===== config.mk =====
export PLATFORM = sky130hd
export DESIGN_NAME = simon_key_expander
export DESIGN_NICKNAME = d
export VERILOG_FILES = /design/src/rtl/simon_key_expander.sv
export SDC_FILE = /design/constraint.sdc
export NUM_CORES = 1
export LEC_CHECK = 0
export CELL_PAD_IN_SITES_DETAIL_PLACEMENT = 2
export CELL_PAD_IN_SITES_GLOBAL_PLACEMENT = 2
export CORE_UTILIZATION = 36
export CTS_CLUSTER_SIZE = 8
export DETAILED_ROUTE_END_ITERATION = 6
export PLACE_DENSITY = 0.91
export SLEW_MARGIN = 20
export SYNTH_ARGS = -nofsm -noshare
export SYNTH_HDL_FRONTEND = slang
export SYNTH_SLANG_ARGS = --single-unit

===== constraint.sdc =====
create_clock -name clk -period 4.75 [get_ports clk]
set_input_delay 0.95 -clock clk [delete_from_list [all_inputs] [get_ports clk]]
set_output_delay 0.95 -clock clk [all_outputs]
set_load 0.005 [all_outputs]

===== src/rtl/simon_key_expander.sv =====
// simon_key_expander: handshaked SIMON key schedule, one round key per accepted transfer.
// Define SIMON_KEY_REVERSE_EN to add reverse-order (decryption) delivery through an internal key buffer.
module simon_key_expander #(
  parameter int WORD_SIZE = 16,
  parameter int KEY_WORDS = 4,
  parameter int ROUNDS    = 32,
  parameter int CONST_SEQ = 0
) (
  input  logic                           clk,
  input  logic                           rst,
  input  logic                           start,
  input  logic [KEY_WORDS*WORD_SIZE-1:0] key_in,
  output logic                           ready,
  output logic                           key_valid,
  input  logic                           key_ready,
`ifdef SIMON_KEY_REVERSE_EN
  input  logic                           decrypt,
`endif
  output logic [WORD_SIZE-1:0]           key_out,
  output logic [6:0]                     round_idx,
  output logic                           key_last
);

  localparam logic [6:0] LAST_IDX = 7'(ROUNDS - 1);
  localparam logic [WORD_SIZE-1:0] RC = ~WORD_SIZE'(3);

  // Leftmost character of each published z string sits in bit 61.
  localparam logic [61:0] Z0 = 62'b11111010001001010110000111001101111101000100101011000011100110;
  localparam logic [61:0] Z1 = 62'b10001110111110010011000010110101000111011111001001100001011010;
  localparam logic [61:0] Z2 = 62'b10101111011100000011010010011000101000010001111110010110110011;
  localparam logic [61:0] Z3 = 62'b11011011101011000110010111100000010010001010011100110100001111;
  localparam logic [61:0] Z4 = 62'b11010001111001101011011000100000010111000011001010010011101111;
  localparam logic [61:0] ZSEQ = (CONST_SEQ == 0) ? Z0 :
                                 (CONST_SEQ == 1) ? Z1 :
                                 (CONST_SEQ == 2) ? Z2 :
                                 (CONST_SEQ == 3) ? Z3 : Z4;

  function automatic logic [WORD_SIZE-1:0] ror(input logic [WORD_SIZE-1:0] x, input int r);
    return (x >> r) | (x << (WORD_SIZE - r));
  endfunction

  function automatic logic zbit(input logic [5:0] ptr);
    return ZSEQ[6'd61 - ptr];
  endfunction

  function automatic logic [WORD_SIZE-1:0] next_word(
    input logic [WORD_SIZE-1:0] oldest,
    input logic [WORD_SIZE-1:0] newest,
    input logic [WORD_SIZE-1:0] second,
    input logic                 z
  );
    logic [WORD_SIZE-1:0] t;
    t = ror(newest, 3) ^ ((KEY_WORDS == 4) ? second : '0);
    return oldest ^ t ^ ror(t, 1) ^ RC ^ WORD_SIZE'(z);
  endfunction

`ifdef SIMON_KEY_REVERSE_EN
  typedef enum logic [1:0] {S_IDLE, S_RUN, S_FILL, S_DRAIN} state_t;
  localparam int BI = (ROUNDS > 1) ? $clog2(ROUNDS) : 1;
`else
  typedef enum logic [1:0] {S_IDLE, S_RUN} state_t;
`endif

  state_t               state;
  logic [WORD_SIZE-1:0] w [KEY_WORDS];
  logic [5:0]           zptr;
  logic [WORD_SIZE-1:0] new_word;
  logic                 xfer;

  assign xfer     = key_valid & key_ready;
  assign ready    = (state == S_IDLE);
  assign new_word = next_word(w[0], w[KEY_WORDS-1], w[1], zbit(zptr));

  // Window shifts one word per generated key; w[0] is always the key at round_idx.
  always_ff @(posedge clk) begin
    if (rst) begin
      state     <= S_IDLE;
      key_valid <= 1'b0;
      round_idx <= 7'd0;
      zptr      <= 6'd0;
      for (int i = 0; i < KEY_WORDS; i++) w[i] <= '0;
    end else begin
      case (state)
        S_IDLE: begin
          if (start) begin
            for (int i = 0; i < KEY_WORDS; i++) w[i] <= key_in[i*WORD_SIZE +: WORD_SIZE];
            round_idx <= 7'd0;
            zptr      <= 6'd0;
`ifdef SIMON_KEY_REVERSE_EN
            if (decrypt) begin
              state     <= S_FILL;
              key_valid <= 1'b0;
            end else begin
              state     <= S_RUN;
              key_valid <= 1'b1;
            end
`else
            state     <= S_RUN;
            key_valid <= 1'b1;
`endif
          end
        end
        S_RUN: begin
          if (xfer) begin
            if (round_idx == LAST_IDX) begin
              state     <= S_IDLE;
              key_valid <= 1'b0;
            end else begin
              for (int i = 0; i < KEY_WORDS - 1; i++) w[i] <= w[i+1];
              w[KEY_WORDS-1] <= new_word;
              round_idx      <= round_idx + 7'd1;
              zptr           <= (zptr == 6'd61) ? 6'd0 : zptr + 6'd1;
            end
          end
        end
`ifdef SIMON_KEY_REVERSE_EN
        S_FILL: begin
          if (round_idx == LAST_IDX) begin
            state     <= S_DRAIN;
            key_valid <= 1'b1;
          end else begin
            for (int i = 0; i < KEY_WORDS - 1; i++) w[i] <= w[i+1];
            w[KEY_WORDS-1] <= new_word;
            round_idx      <= round_idx + 7'd1;
            zptr           <= (zptr == 6'd61) ? 6'd0 : zptr + 6'd1;
          end
        end
        S_DRAIN: begin
          if (xfer) begin
            if (round_idx == 7'd0) begin
              state     <= S_IDLE;
              key_valid <= 1'b0;
            end else begin
              round_idx <= round_idx - 7'd1;
            end
          end
        end
`endif
        default: begin
          state     <= S_IDLE;
          key_valid <= 1'b0;
        end
      endcase
    end
  end

`ifdef SIMON_KEY_REVERSE_EN
  logic [WORD_SIZE-1:0] key_buf [ROUNDS];
  logic [WORD_SIZE-1:0] drain_word;
  logic [BI-1:0]        bidx;

  assign bidx = round_idx[BI-1:0];

  // Buffer captures every generated key; drain_word is the registered read for reverse delivery.
  always_ff @(posedge clk) begin
    if ((state == S_RUN && xfer) || state == S_FILL) key_buf[bidx] <= w[0];
    if (state == S_FILL && round_idx == LAST_IDX) drain_word <= w[0];
    else if (state == S_DRAIN && xfer && round_idx != 7'd0) drain_word <= key_buf[bidx - BI'(1)];
  end

  assign key_out  = (state == S_DRAIN) ? drain_word : w[0];
  assign key_last = key_valid & ((state == S_DRAIN) ? (round_idx == 7'd0) : (round_idx == LAST_IDX));
`else
  assign key_out  = w[0];
  assign key_last = key_valid & (round_idx == LAST_IDX);
`endif

endmodule

=== Word-level counts from Yosys, hierarchy flattened ===
Memory sizes are Yosys's and may differ from the RTL's.
Index checks and enable logic that the tools add are counted.
Widths: inputs -> output; s select.

* Bits in writable memories: 64
* Memories kept: 2
* Bits in read-only memories: 64
* Output and inout port bits: 26
* Input bits: 68
* Logic and storage cells: 75
* Flip-flop bits (word level): 16

* Reduce and logical (&&, ||, !) cells: 4
* $lt $le $gt $ge: 1
* Equal/unequal tests: 7
* Add/subtract/negate cells: 3
* Multiplexer cells: 37
* Bitwise operators: 17

{| class="wikitable"
|+ Memory list
! memory !! depth !! width !! rd ports !! clocked after Yosys merged registers in !! write ports !! RTL line !! RTL
|-
| (no name shown) || 64 || 1 || 1 || 0 || 0 || 43 || <nowiki>return ZSEQ[6'd61 - ptr];</nowiki>
|-
| w || 4 || 16 || 4 || 0 || 4 || 65 || <nowiki>logic [WORD_SIZE-1:0] w [KEY_WORDS];</nowiki>
|}

{| class="wikitable"
|+ Operator list
! kind !! count
|-
| $mux 16 || 8
|-
| $xor 16x16->16 || 3
|-
| $mux 6 || 4
|-
| $mux 7 || 3
|-
| $or 13x16->16 || 1
|-
| $or 15x16->16 || 1
|-
| $xor 16x1->16 || 1
|-
| $mux 1 || 15
|-
| $not 14->14 || 1
|-
| $pmux 7 s2 || 1
|-
| $pmux 6 s2 || 1
|-
| $ne 2x2->1 const B || 4
|-
| $or 1x1->1 || 8
|-
| $add 7x1->7 const B || 1
|-
| $eq 7x5->1 const B || 1
|-
| $lt 6x7->1 const B || 1
|-
| $add 6x1->6 const B || 1
|-
| $eq 6x6->1 const B || 1
|-
| $mux 2 || 3
|-
| $sub 6x6->6 const A || 1
|-
| $pmux 2 s2 || 1
|-
| $reduce_and 4->1 || 1
|-
| $reduce_and 3->1 || 1
|-
| $and 1x1->1 || 2
|-
| 4 further kinds || 4
|}

=== Longest topological paths before layout ===
An unclocked memory read counts as a cell.

* Word-level depth: 8
* Mapped depth: 9
* Depth with buffers taken out: 8

=== Worst setup path before layout ===
No wires, ideal clock.

* Path kind: input -> register
* Start point: input rst
* End point: memory w[1][0], enable pin
* Stages: 4
* Setup time: 0.375 ns
* Setup slack: 2.534 ns
* Data arrival time: 1.841 ns
* Required time: 4.375 ns
* Buffers on the path: 2
* Cells stage by stage: buf_6 > nand2b_1 > clkbuf_1 > nand2b_1

{| class="wikitable"
|+ RTL lines
! what !! RTL line !! RTL
|-
| start, declared || 10 || <nowiki>input logic rst,</nowiki>
|-
| end, declared || 65 ||
|}

==> metrics.cfg <==
[power_and_ir_drop]
p_leak_nw = 1.95
p_per_area_mw_per_mm2 = 337
ir_worst_vdd_v = 0.000115
finalPower_mw = 1.76

[clock_tree]
clk_path_buf_depth = 2
cts_sinks = 78
clk_pin_slew_ps = 70
htreeDepth = 3
clockRootBuffer = clkbuf_8
cts_buffers = 9
cts_tree = built
cts_resized = 0
post_cts_buffers = 0
hold_buffers = 0
clock_latency_ps = 360

[detailed_routing]
highest_layer = met4
drt_first_pass_iters = 4
remaining_drc_errors = 0
met2_length_um = 5980
met3_wirelength_um = 514
vias = 2870
viasPerCell = 5.34
m1WireLength_um = 5120
drt_iter0_markers = 106
wire_per_inst_um = 22.1
drtAntennaViolNets = 0
drt_wl_total_um = 11900

[critical_path]
cp.required_ps = 4960
cp_slowest_cell = nor2_4
startpoint_type = primary input
cp-end-kind = flip-flop
critPathLaunch = key_ready
critPathMaxFanout = 35
worst_r2r_startpoint = round_idx[0]
ff2ff_setup_slack_ps = 2030
r2r_end = w[1][13]
path_cells = clkdlybuf4s50_1, nand2_1, a21o_1, nor2_4, buf_4, a22o_1
critPathKind = in -> reg
r2r_cells = 6
worstSetupEndpoint = w[1][13]
worst_ep_arrival_time_ps = 3210
cp_slowest_stage_delay_ps = 690

[logic_synthesis]
synth_edf_count = 64
netlist_top_cells_area = edfxtp_1 48%, a22o_1 14%, xnor2_1 8.8%
synth_top_area_cell = edfxtp_1
synth_area_mm2 = 0.00398
yosysSeqAreaShare = 0.553
synthArstFlopShare = 0
postSynthCellCount = 305
synth_top_area_frac = 0.483
yosys.cell_types.count = 32
synth-main-ff-cell = edfxtp_1
yosysWarningCount = 0
synth_seq_cells = 78
syn_area_per_cell_um2 = 13.0
ys_top_cells_by_count = 64 x a22o_1, 64 x edfxtp_1, 40 x xnor2_1
syn-num-nets = 382

[die]
io_pins = 94
dieHeight_um = 107
core_area_mm2 = 0.0108
initial_core_util = 0.369
die_w_um = 107
fp-row-count = 38
die_area_mm2 = 0.0115

[layout]
n_antenna_cell = 0
nets = 470
syn_to_final_growth_pct = 31.1
layoutNonFillerInstCount = 537
drive_above_1_share = 0.0680

[timing]
period_needed_ps = 3000
final.period_utilization = 0.631
fmax_mhz = 334
finClkSkew_ps = 13.2
worstMarginPinSlew_ps = 1060
rsz0062_at_grt = no
setup_tns_ps = 0
setup_viol = 0
finalHoldViolations = 0
max_slew_margin = 0.291
worst_slack_ps = 1750
maxSlewViolCount = 0

[flow_run]
cap_viol_max_count = 0

[placed_design]
hpwl_um = 8650
portBuffers = 93
dp_slack_ps = 1410
dpl.cell_count = 522
place_congestion = 0.757

[status]
outcome = finished clean

[global_routing]
grt_pass1_wl_um = 18200
grt_max_degree = 46
antenna_found_initial = 0
grtUsageTotal = 0.219
grt_overflow = 0
grt_pass1_vias = 3202

[worst_hold_path]
holdPathStages = 2
min_path_type = reg -> reg

cells in the final DEF (no fill, tap or decap), types with 4 or more instances in the layout:
master	count
xnor2_1	40
a22o_1	64
clkbuf_8	9
nor2_1	13
edfxtp_1	64
dfxtp_1	14
inv_1	4
nand3_1	4
a21oi_1	5
xor2_1	18
mux2i_1	7
nand2b_1	6
nand2_1	11
clkdlybuf4s50_1	93
ha_1	9
o21ai_0	4
final cells by class:
class	instances	area, um^2
Fill cell	1054	5580
Sequential cell	78	2200
Multi-Input combinational cell	205	1670
Timing Repair Buffer	95	946
Tap cell	140	175
Clock buffer	9	124
Clock inverter	6	87.6
Inverter	4	15.0
per-layer routing:
metal / vias up / track usage
li1: 1324 / -
met1: 1438 / 0.267
met2: 88 / 0.379
met3: 20 / 0.0389
met4: 0 / 0.0900
met5: - / 0
worst max-delay path: cells and delay by family:
kind | cells | cell delay [ps]
buffers and inverters | 2 | 950
AOI/OAI and AO/OA | 2 | 530
and+or+nand+nor | 2 | 770
logic make-up (layout without fill, tap and decap cells):
kind of cell	count (synthesis)	in the layout	share of synthesized area
xor gates and xnor gates	59	59	0.132
DFF	78	78	0.553
and+or+nand+nor	47	47	0.0591
adders and majority gates	9	9	0.0283
buffers and inverters	22	114	0.0318
muxes	10	10	0.0289
AOI/OAI and AO/OA	80	80	0.167
power breakdown:
part           total [mW]  internal, mW  switching [mW]
registers           0.855         0.808          0.0471
clock network       0.550         0.293           0.257
logic               0.350         0.183           0.167
total                1.76          1.28           0.471
worst min path at each step:
| stage | startpoint | to |
|---|---|---|
| 2_1_floorplan | round_idx[1] | round_idx[1] |
| 3_3_place_gp | w[2][9] | w[1][9] |
| 3_5_place_dp | w[2][8] | w[1][8] |
| 4_1_cts | w[2][8] | w[1][8] |
| 5_1_grt | w[2][4] | w[1][4] |
| 6_report | round_idx[2] | round_idx[2] |
stage by stage:
| stage | cell area [um^2] | hold WS, ps | util |
|---|---|---|---|
| 2_1_floorplan | 3980 | 490 | - |
| 3_3_place_gp | 5000 | 522 | 0.464 |
| 3_5_place_dp | 5000 | 541 | 0.464 |
| 4_1_cts | 5220 | 557 | 0.483 |
| 5_1_grt | 5220 | 566 | 0.483 |
| 6_report | 5220 | 557 | 0.483 |
sequential cells by signal (all words and copies together), names as in the netlist:
name       count
state          1
round_idx      7
w             64
zptr           6
Power figures use the tool's default switching activity.
